===== src/rtl/si_stats_pkg.sv =====
`default_nettype none
// ---------------------------------------------------------------------------
// si_stats_pkg : shared types and constants for the statistics poller
// Rev 1.0
// ---------------------------------------------------------------------------
package si_stats_pkg;

  typedef enum logic [1:0] {
    IDLE = 2'd0,
    HDR  = 2'd1,
    REQ  = 2'd2,
    PUSH = 2'd3
  } state_e;

  localparam logic [15:0] STATS_HDR_MAGIC    = 16'h5354;
  localparam logic [31:0] STATS_TIMEOUT_FILL = 32'hDEAD_BEEF;

  function automatic logic [15:0] sat_add16(input logic [15:0] a, input logic [1:0] b);
    logic [16:0] s;
    s = {1'b0, a} + {15'd0, b};
    return s[16] ? 16'hFFFF : s[15:0];
  endfunction

endpackage
`default_nettype wire


===== src/rtl/si_stats_poll_timer.sv =====
`default_nettype none
// ---------------------------------------------------------------------------
// si_stats_poll_timer : period timer, pending request flag, missed-request count
// Rev 1.0
// ---------------------------------------------------------------------------
module si_stats_poll_timer
  import si_stats_pkg::*;
#(
  parameter int POLL_PERIOD = 100000000
) (
  input  logic        clk_i,
  input  logic        rst_ni,
  input  logic        enable_i,
  input  logic        trigger_i,
  input  logic        idle_i,
  input  logic        clear_i,
  output logic        pending_o,
  output logic [15:0] missed_o
);

  localparam logic [31:0] RELOAD = (POLL_PERIOD == 0) ? 32'd0 : 32'(POLL_PERIOD - 1);

  logic [31:0] timer_q, timer_d;
  logic        pending_q, pending_d;
  logic [15:0] missed_q, missed_d;
  logic        w_tfire, w_trig;
  logic [1:0]  w_n, w_miss;

  assign w_tfire = enable_i && (POLL_PERIOD != 0) && (timer_q == 32'd0);
  assign w_trig  = enable_i && trigger_i;
  assign w_n     = {1'b0, w_tfire} + {1'b0, w_trig};

  always_comb begin
    timer_d   = timer_q;
    pending_d = pending_q;
    w_miss    = 2'd0;
    if (enable_i && (POLL_PERIOD != 0)) begin
      timer_d = (timer_q == 32'd0) ? RELOAD : timer_q - 32'd1;
    end
    // Every firing source is a miss when a request is already queued or running;
    // otherwise one of them becomes the request and the rest are misses.
    if (pending_q || !idle_i) begin
      w_miss = w_n;
    end else if (w_n != 2'd0) begin
      w_miss = w_n - 2'd1;
    end
    if (w_n != 2'd0) begin
      pending_d = 1'b1;
    end else if (clear_i) begin
      pending_d = 1'b0;
    end
    missed_d = sat_add16(missed_q, w_miss);
  end

  always_ff @(posedge clk_i) begin
    if (!rst_ni) begin
      timer_q   <= RELOAD;
      pending_q <= 1'b0;
      missed_q  <= 16'd0;
    end else begin
      timer_q   <= timer_d;
      pending_q <= pending_d;
      missed_q  <= missed_d;
    end
  end

  assign pending_o = pending_q;
  assign missed_o  = missed_q;

endmodule
`default_nettype wire


===== src/rtl/si_stats_poller.sv =====
`default_nettype none
// ---------------------------------------------------------------------------
// si_stats_poller : Wishbone readout of the stats block streamed as AXIS records
// Rev 1.0
// ---------------------------------------------------------------------------
module si_stats_poller
  import si_stats_pkg::*;
#(
  parameter int ADDR_WIDTH  = 8,
  parameter int N_REGS      = 13,
  parameter int POLL_PERIOD = 100000000,
  parameter int ACK_TIMEOUT = 255
) (
  input  logic                  wb_clk,
  input  logic                  wb_rst_n,
  input  logic                  enable,
  input  logic                  trigger,
  output logic [ADDR_WIDTH-1:0] m_wb_adr_o,
  input  logic [31:0]           m_wb_dat_i,
  output logic                  m_wb_we_o,
  output logic                  m_wb_stb_o,
  output logic                  m_wb_cyc_o,
  input  logic                  m_wb_ack_i,
  output logic [31:0]           m_axis_tdata,
  output logic                  m_axis_tvalid,
  input  logic                  m_axis_tready,
  output logic                  m_axis_tlast,
  output logic                  busy,
  output logic                  timeout_err,
  output logic [15:0]           missed_triggers
);

  localparam logic [5:0]  LAST_IDX = 6'(N_REGS - 1);
  localparam logic [15:0] TO_LAST  = 16'(ACK_TIMEOUT - 1);

  state_e      state_q, state_d;
  logic [5:0]  idx_q, idx_d;
  logic [15:0] seq_q, seq_d;
  logic [31:0] data_q, data_d;
  logic [15:0] to_cnt_q, to_cnt_d;
  logic        timeout_q, timeout_d;
  logic        w_pending, w_clear;

  si_stats_poll_timer #(
    .POLL_PERIOD(POLL_PERIOD)
  ) u_timer (
    .clk_i    (wb_clk),
    .rst_ni   (wb_rst_n),
    .enable_i (enable),
    .trigger_i(trigger),
    .idle_i   (state_q == IDLE),
    .clear_i  (w_clear),
    .pending_o(w_pending),
    .missed_o (missed_triggers)
  );

  always_comb begin
    state_d   = state_q;
    idx_d     = idx_q;
    seq_d     = seq_q;
    data_d    = data_q;
    to_cnt_d  = to_cnt_q;
    timeout_d = timeout_q;
    w_clear   = 1'b0;
    case (state_q)
      IDLE: begin
        if (w_pending) begin
          w_clear = 1'b1;
          idx_d   = 6'd0;
          state_d = HDR;
        end
      end
      HDR: begin
        if (m_axis_tready) begin
          seq_d    = seq_q + 16'd1;
          to_cnt_d = 16'd0;
          state_d  = REQ;
        end
      end
      REQ: begin
        if (m_wb_ack_i) begin
          data_d  = m_wb_dat_i;
          state_d = PUSH;
        end else if (to_cnt_q == TO_LAST) begin
          data_d    = STATS_TIMEOUT_FILL;
          timeout_d = 1'b1;
          state_d   = PUSH;
        end else begin
          to_cnt_d = to_cnt_q + 16'd1;
        end
      end
      PUSH: begin
        if (m_axis_tready) begin
          if (idx_q == LAST_IDX) begin
            state_d = IDLE;
          end else begin
            idx_d    = idx_q + 6'd1;
            to_cnt_d = 16'd0;
            state_d  = REQ;
          end
        end
      end
      default: state_d = IDLE;
    endcase
  end

  always_ff @(posedge wb_clk) begin
    if (!wb_rst_n) begin
      state_q   <= IDLE;
      idx_q     <= 6'd0;
      seq_q     <= 16'd0;
      data_q    <= 32'd0;
      to_cnt_q  <= 16'd0;
      timeout_q <= 1'b0;
    end else begin
      state_q   <= state_d;
      idx_q     <= idx_d;
      seq_q     <= seq_d;
      data_q    <= data_d;
      to_cnt_q  <= to_cnt_d;
      timeout_q <= timeout_d;
    end
  end

  // All outputs decode registered state only; no input reaches an output combinationally.
  assign m_wb_we_o     = 1'b0;
  assign m_wb_cyc_o    = (state_q == REQ);
  assign m_wb_stb_o    = (state_q == REQ);
  assign m_wb_adr_o    = (state_q == REQ) ? ADDR_WIDTH'({idx_q, 2'b00}) : '0;
  assign m_axis_tvalid = (state_q == HDR) || (state_q == PUSH);
  assign m_axis_tdata  = (state_q == HDR)  ? {STATS_HDR_MAGIC, seq_q} :
                         (state_q == PUSH) ? data_q : 32'd0;
  assign m_axis_tlast  = (state_q == PUSH) && (idx_q == LAST_IDX);
  assign busy          = (state_q != IDLE);
  assign timeout_err   = timeout_q;

endmodule
`default_nettype wire

===== config.mk =====
export PLATFORM = sky130hd
export DESIGN_NAME = si_stats_poller
export DESIGN_NICKNAME = d
export VERILOG_FILES = /design/src/rtl/si_stats_pkg.sv /design/src/rtl/si_stats_poll_timer.sv /design/src/rtl/si_stats_poller.sv
export SDC_FILE = /design/constraint.sdc
export NUM_CORES = 1
export LEC_CHECK = 0
export BUFFER_PORTS_ARGS = -buffer_cell sky130_fd_sc_hd__buf_2
export CAP_MARGIN = 40
export CORE_MARGIN = 2
export CORE_UTILIZATION = 30
export CTS_CLUSTER_DIAMETER = 200
export DETAILED_ROUTE_END_ITERATION = 10
export PLACE_DENSITY = 0.47
export REMOVE_ABC_BUFFERS = 1
export SLEW_MARGIN = 0
export SYNTH_ARGS = -nofsm -noshare
export SYNTH_HDL_FRONTEND = slang
export SYNTH_HIERARCHICAL = 1
export SYNTH_SLANG_ARGS = --single-unit

===== constraint.sdc =====
create_clock -name wb_clk -period 3.6 [get_ports wb_clk]
set_input_delay 0.36 -clock wb_clk [delete_from_list [all_inputs] [get_ports wb_clk]]
set_output_delay 0.36 -clock wb_clk [all_outputs]
set_load 0.05 [all_outputs]

==> flow_metrics.py, run 1 <==
metrics = {
    "status": {
        "status": "complete, no violations",
    },
    "timing": {
        "timing.final.crit_share": 0.883,
        "setup-violations-final": 0,
        "max_freq_mhz": 315,
        "relSlewSlack": 0.402,
        "finalCriticalPeriod_ns": 3.18,
        "hold_violations": 0,
        "skew_ns": 0.0149,
        "fin_hold_ws_ns": 0.196,
        "tightest_slew_ns": 0.891,
        "slew_viol_final": 0,
        "rsz0062_at_grt": "false",
    },
    "cells_and_area": {
        "layout-drive-gt1-share": 0.241,
        "nFillCells": 2129,
        "area_growth_pct": 23.2,
        "fin_nets": 869,
        "utilization": 0.376,
        "fin_cells": 1097,
        "diodes": 0,
    },
    "setup_path": {
        "crit_chain": "nor4_4, nand3_1, nor3_2, ha_1, mux2_2, ha_1, fa_1, nand2_1, or3_1, or3_4, a21oi_1",
        "cpPeakStageDelay_ns": 0.48,
        "startpoint": "u_timer/timer_q[4]$_SDFFE_PN1P_",
        "r2r_cells": 11,
        "reg2reg_from": "u_timer/timer_q[4]$_SDFFE_PN1P_",
        "crit_arrival_ns": 3.52,
        "setup.worst_path.end_class": "flip-flop",
        "required_ns": 3.94,
        "worst_setup_path_start_kind": "flip-flop",
        "crit_type": "flip-flop to flip-flop",
        "cpMaxStageDelayCell": "or3_4",
        "rrSetupSlack_ns": 0.42,
        "worst_path_most_repeated_cell": "ha_1",
        "r2r_end": "u_timer/missed_o[6]$_SDFF_PN0_",
        "path_max_fanout": 11,
    },
    "clock_network": {
        "cts_setup_buffers": 0,
        "clk_pin_slew_ns": 0.06,
        "cts_tree": "built",
        "clock_sinks": 122,
        "clock-root-buffer": "clkbuf_16",
        "clk_latency_ns": 0.42,
        "cts_buffers": 17,
        "clockBufferDepth": 2,
        "holdBufCountCts": 0,
        "cts-htree-levels": 4,
    },
    "die": {
        "rows": 52,
        "ioPinCount": 101,
        "die_h_um": 148,
        "die_w_um": 148,
        "core-area_mm2": 0.0202,
        "die_area_mm2": 0.0218,
        "floorplan.initialDensity": 0.305,
    },
    "placed_design": {
        "port_buffers": 97,
        "dpl.hpwl_um": 11300,
        "placedCellCount": 1065,
        "place.gp.congestion": 0.756,
    },
    "hold_path": {
        "min_path_type": "primary input to flip-flop",
        "holdCritStartpoint": "m_wb_dat_i[22]",
        "worstHoldPathCells": 3,
        "holdPathEnd": "data_q[22]$_SDFFE_PN0P_",
    },
    "route": {
        "routed_via_density": 5.07,
        "firstDrtPassIters": 4,
        "routed_wl_um": 16200,
        "avgRoutedWirePerCell_um": 14.7,
        "drtIter0Drc": 327,
        "drc": 0,
        "dr_total_vias": 5566,
        "ant_nets": 0,
    },
    "power": {
        "ir_drop_mv": 0.302,
        "p_leak_uw": 0.00284,
        "p_per_area_mw_per_mm2": 559,
        "power_uw": 4250,
    },
    "yosys": {
        "syn_inst": 724,
        "yosys-top-cells-count": "122 x dfxtp_1, 73 x nand2_1, 53 x nor2_1, 38 x a21oi_1",
        "synth_edf_count": 0,
        "synth.most_common_cell": "dfxtp_1",
        "synth.avg_cell_area_um2": 8.53,
        "ys_seq_area_frac": 0.395,
        "synth_seq_cells": 122,
        "synth_top_area_share": 0.395,
        "synthTopCellsByArea": "dfxtp_1 40%, o221a_2 4.7%, nand2_1 4.4%",
        "synth_largest_area_cell": "dfxtp_1",
        "synthFlopType": "dfxtp_1",
        "yosysUniqueCellTypes": 72,
        "ys_warn_count": 6,
        "async_flop_share": 0,
        "synth.cell_area_mm2": 0.00618,
    },
    "grt": {
        "antenna_found_initial": 0,
        "grt_max_degree": 40,
        "grt_overflow": 0,
        "grt_usage": 0.151,
        "grt_pass1_vias": 5244,
        "grt_pass1_wl_um": 26700,
    },
    "job": {
        "cap_violations": 0,
    },
}
[power by group]
part           switching [µW]  internal, µW
sequential               45.8          1410
clock                     653          1200
combinational             674           267
[through the flow]
stage	instance area (µm²)	setup slack (ns)	TNS (ns)
after global placement	6920	0.0358	0
after detailed placement	6950	-0.0306	-0.183
after CTS	7600	0.0876	0
final	7610	0.421	0
after floorplan	5980	0.0976	0
after global routing	7610	0.0682	0
[registers in the layout, indices dropped and copies added, names as in the netlist, 2 cells and up]
signal / flops
data_q: 32
u_timer/timer_q: 32
seq_q: 16
to_cnt_q: 16
u_timer/missed_o: 16
idx_q: 6
state_q: 2
[worst max-delay path by stage]
stage	end	slack, ns
floorplan	u_timer/missed_o[6]$_SDFF_PN0_	0.1
detailed placement	u_timer/missed_o[11]$_SDFF_PN0_	-0.03
CTS	u_timer/missed_o[6]$_SDFF_PN0_	0.09
global route	u_timer/missed_o[10]$_SDFF_PN0_	0.07
global placement	u_timer/missed_o[13]$_SDFF_PN0_	0.04
finish	u_timer/missed_o[6]$_SDFF_PN0_	0.42
[area by class of cell]
class	count	area (µm²)	share of cell area
inverters	28	105	0.0138
multi-input cells	531	3460	0.454
clock buffers	19	453	0.0595
repair buffers	114	628	0.0825
clock inverters	13	189	0.0248
flip-flops and latches	122	2440	0.321
well taps	270	338	0.0444
[layout by cell type, fill, tap and decap left out, drive strengths merged, types with 3 or more instances in the layout]
cell type / instances
a21o: 9
clkinv: 5
xnor2: 22
nor4: 8
a21oi: 38
xor2: 11
a22oi: 8
inv: 30
and4: 3
a211oi: 4
nor2: 53
a311oi: 4
nand4: 16
buf: 114
nand2b: 5
a31oi: 4
conb: 3
or2: 3
bufinv: 4
ha: 16
o21ai: 36
and3: 4
nand3: 35
o31ai: 17
nor3: 24
o21a: 5
or4: 23
and4bb: 3
or3: 24
and2: 15
o31a: 3
dfxtp: 122
o211ai: 4
nor2b: 3
o221a: 26
o32ai: 4
clkbuf: 19
nand2: 73
[logic make-up (layout without fill, tap and decap cells)]
| kind of cell | Yosys count | after routing | synth area share |
|---|---|---|---|
| xor gates and xnor gates | 33 | 33 | 0.0468 |
| AOI/OAI and AO/OA | 175 | 175 | 0.209 |
| buffers and inverters | 73 | 174 | 0.0496 |
| adders and majority gates | 17 | 17 | 0.0356 |
| and+or+nand+nor | 301 | 301 | 0.260 |
| muxes | 2 | 2 | 0.00344 |
| other | 1 | 3 | 0.000607 |
| DFF | 122 | 122 | 0.395 |
[per-layer routing]
metal / part of all wire / track usage / wire, µm
met3: 0.038 / 0.0410 / 610
met5: 0 / 0 / 0
met1: 0.50 / 0.204 / 8100
met2: 0.45 / 0.240 / 7280
met4: 0.010 / 0.0394 / 163
[critical path: cells and delay by family (launching register included)]
kind | cells | cell delay (ns)
fa+ha+maj | 3 | 0.60
flops | 1 | 0.37
mux | 1 | 0.14
compound gates | 1 | 0.16
simple gates | 6 | 1.82
[repair_timing]
action / 4_1_cts / 5_1_grt
resized for setup: 2 / 3
endpoints found under the setup margin: 11 / 12
endpoints found under the hold margin: 0 / 0
Note: power is estimated with default switching activity, not from simulation.
==> inputs of run 2 (changes only) <==
CORE_ASPECT_RATIO = 1.75   (was unset)
==> flow_metrics.py, run 2 (synthesis gave the netlist of run 1 again) <==
metrics = {
    "clock_network": {
        "cts-htree-levels": 4,
        "clk_latency_ns": 0.41,
        "cts_setup_buffers": 0,
        "clock-root-buffer": "clkbuf_16",
        "clockBufferDepth": 2,
        "clock_sinks": 122,
        "clk_pin_slew_ns": 0.05,
        "cts_buffers": 17,
        "cts_tree": "built",
    },
    "setup_path": {
        "crit_arrival_ns": 3.50,
        "setup.worst_path.end_class": "flip-flop",
        "worst_setup_path_start_kind": "flip-flop",
        "path_max_fanout": 8,
        "reg2reg_from": "u_timer/timer_q[18]$_SDFFE_PN1P_",
        "crit_type": "flip-flop to flip-flop",
        "r2r_end": "u_timer/missed_o[15]$_SDFF_PN0_",
        "rrSetupSlack_ns": 0.42,
        "r2r_cells": 13,
        "required_ns": 3.92,
    },
    "timing": {
        "hold_violations": 0,
        "slew_viol_final": 0,
        "tightest_slew_ns": 0.787,
        "rsz0062_at_grt": "false",
        "max_freq_mhz": 314,
        "finalCriticalPeriod_ns": 3.18,
        "setup-violations-final": 0,
        "relSlewSlack": 0.475,
        "skew_ns": 0.00688,
        "timing.final.crit_share": 0.884,
        "fin_tns_setup_ns": 0,
    },
    "placed_design": {
        "dpl.hpwl_um": 12700,
        "placedInstanceArea_mm2": 0.00700,
        "port_buffers": 97,
        "place.gp.congestion": 0.819,
    },
    "status": {
        "status": "complete, no violations",
    },
    "die": {
        "ioPinCount": 101,
        "die_h_um": 194,
        "die_area_mm2": 0.0218,
        "floorplan.initialDensity": 0.305,
        "rows": 69,
        "core-area_mm2": 0.0203,
        "die_w_um": 112,
    },
    "grt": {
        "grt_pass1_vias": 5675,
        "grt_max_degree": 45,
        "grt_pass1_wl_um": 28800,
        "grt_usage": 0.163,
        "grt_overflow": 0,
        "antenna_found_initial": 0,
    },
    "cells_and_area": {
        "layout-drive-gt1-share": 0.243,
        "fin_area_mm2": 0.00764,
        "diodes": 0,
        "multi_input_area_mm2": 0.00344,
        "fin_nets": 880,
        "largestRegisters": "data_q (32), u_timer/timer_q (32)",
        "final_cell_mix": "122 x dfxtp_1, 97 x buf_2, 73 x nand2_1",
        "nFillCells": 2143,
        "area_growth_pct": 23.7,
        "final_common_cell": "dfxtp_1",
        "register_area_mm2": 0.00244,
    },
    "power": {
        "intPower_uw": 2930,
        "p_seq_frac": 0.342,
        "ir_drop_mv": 0.307,
        "p_sw_uw": 1340,
        "p_leak_uw": 0.00290,
        "p_per_area_mw_per_mm2": 558,
        "comb_power_share": 0.221,
        "pwr-share-clk": 0.437,
        "switching_share": 0.313,
    },
    "route": {
        "routed_wl_um": 17400,
        "firstDrtPassIters": 4,
        "avgRoutedWirePerCell_um": 16.0,
        "ant_nets": 0,
        "drtIter0Drc": 267,
        "dr_total_vias": 5691,
        "drc": 0,
        "routed_via_density": 5.24,
    },
    "hold_path": {
        "holdCritStartpoint": "m_wb_dat_i[8]",
        "holdPathEnd": "data_q[8]$_SDFFE_PN0P_",
        "min_path_type": "primary input to flip-flop",
        "worstHoldPathCells": 3,
    },
    "job": {
        "cap_violations": 0,
    },
}
run 2: cell types whose count changed in the layout (fill, tap and decap cells not counted), sizes merged:
cell | before | now
buf | 114 | 125
clkbuf | 19 | 25
inv | 30 | 27
clkinvlp | 2 | 0
clkinv | 5 | 4
run 2: final cells by class:
| type | count | share of cell area |
|---|---|---|
| tap | 248 | 0.0406 |
| multi-input combinational | 531 | 0.450 |
| clock buffer | 25 | 0.0661 |
| timing repair buffer | 125 | 0.0920 |
| sequential | 122 | 0.320 |
| clock inverter | 7 | 0.0177 |
| inverter | 28 | 0.0138 |
run 2: worst max-delay path, cell delays in order, from the launching register on:
cell      delay, ns
dfxtp_1        0.36
nor4_1         0.33
buf_4          0.18
nand4_1        0.11
nor3_1         0.21
buf_4          0.15
ha_1           0.23
inv_1          0.06
a21boi_1       0.09
ha_1           0.29
a21oi_1        0.07
or4_1          0.50
o31a_1         0.27
a311oi_1       0.23
run 2: what timing repair did:
action,CTS,global route
gates resized for setup,0,2
setup endpoints to repair,0,11
hold buffers,0,0
run 2: metrics by stage:
stage / utilization / hold slack (ns) / total power (µW) / std cells / worst slack, ns
2_1_floorplan: - / 0.452 / 2150 / 681 / 0.0976
3_3_place_gp: 0.344 / 0.450 / 2440 / 1052 / 0.226
3_5_place_dp: 0.345 / 0.470 / 2440 / 1054 / 0.156
4_1_cts: 0.377 / 0.183 / 4340 / 1086 / 0.153
5_1_grt: 0.377 / 0.190 / 4460 / 1086 / 0.104
6_report: 0.377 / 0.200 / 4270 / 1086 / 0.418
run 2: per-layer routing:
layer,routed length [µm],up-vias,GRT usage
met1,7080,2699,0.176
met5,0,-,0
met4,337,0,0.0610
met3,608,22,0.0350
met2,9330,108,0.306
li1,-,2862,-
run 2: worst max path at each step:
| stage | start | endpoint | cells after the start |
|---|---|---|---|
| 2_1_floorplan | u_timer/timer_q[18]$_SDFFE_PN1P_ | u_timer/missed_o[6]$_SDFF_PN0_ | 10 |
| 3_3_place_gp | u_timer/timer_q[18]$_SDFFE_PN1P_ | u_timer/missed_o[11]$_SDFF_PN0_ | 13 |
| 3_5_place_dp | u_timer/timer_q[18]$_SDFFE_PN1P_ | u_timer/missed_o[11]$_SDFF_PN0_ | 13 |
| 4_1_cts | u_timer/timer_q[18]$_SDFFE_PN1P_ | u_timer/missed_o[11]$_SDFF_PN0_ | 12 |
| 5_1_grt | u_timer/timer_q[18]$_SDFFE_PN1P_ | u_timer/missed_o[11]$_SDFF_PN0_ | 12 |
| 6_report | u_timer/timer_q[18]$_SDFFE_PN1P_ | u_timer/missed_o[15]$_SDFF_PN0_ | 13 |
run 2: power groups by stage:
| stage | clock (µW) | sequential [µW] | combinational, µW |
|---|---|---|---|
| CTS | 1920 | 1460 | 958 |
| detailed placement | 0 | 1490 | 954 |
| global placement | 0 | 1490 | 953 |
| global route | 1970 | 1470 | 1020 |
| floorplan | 0 | 1480 | 664 |
| finish | 1860 | 1460 | 945 |
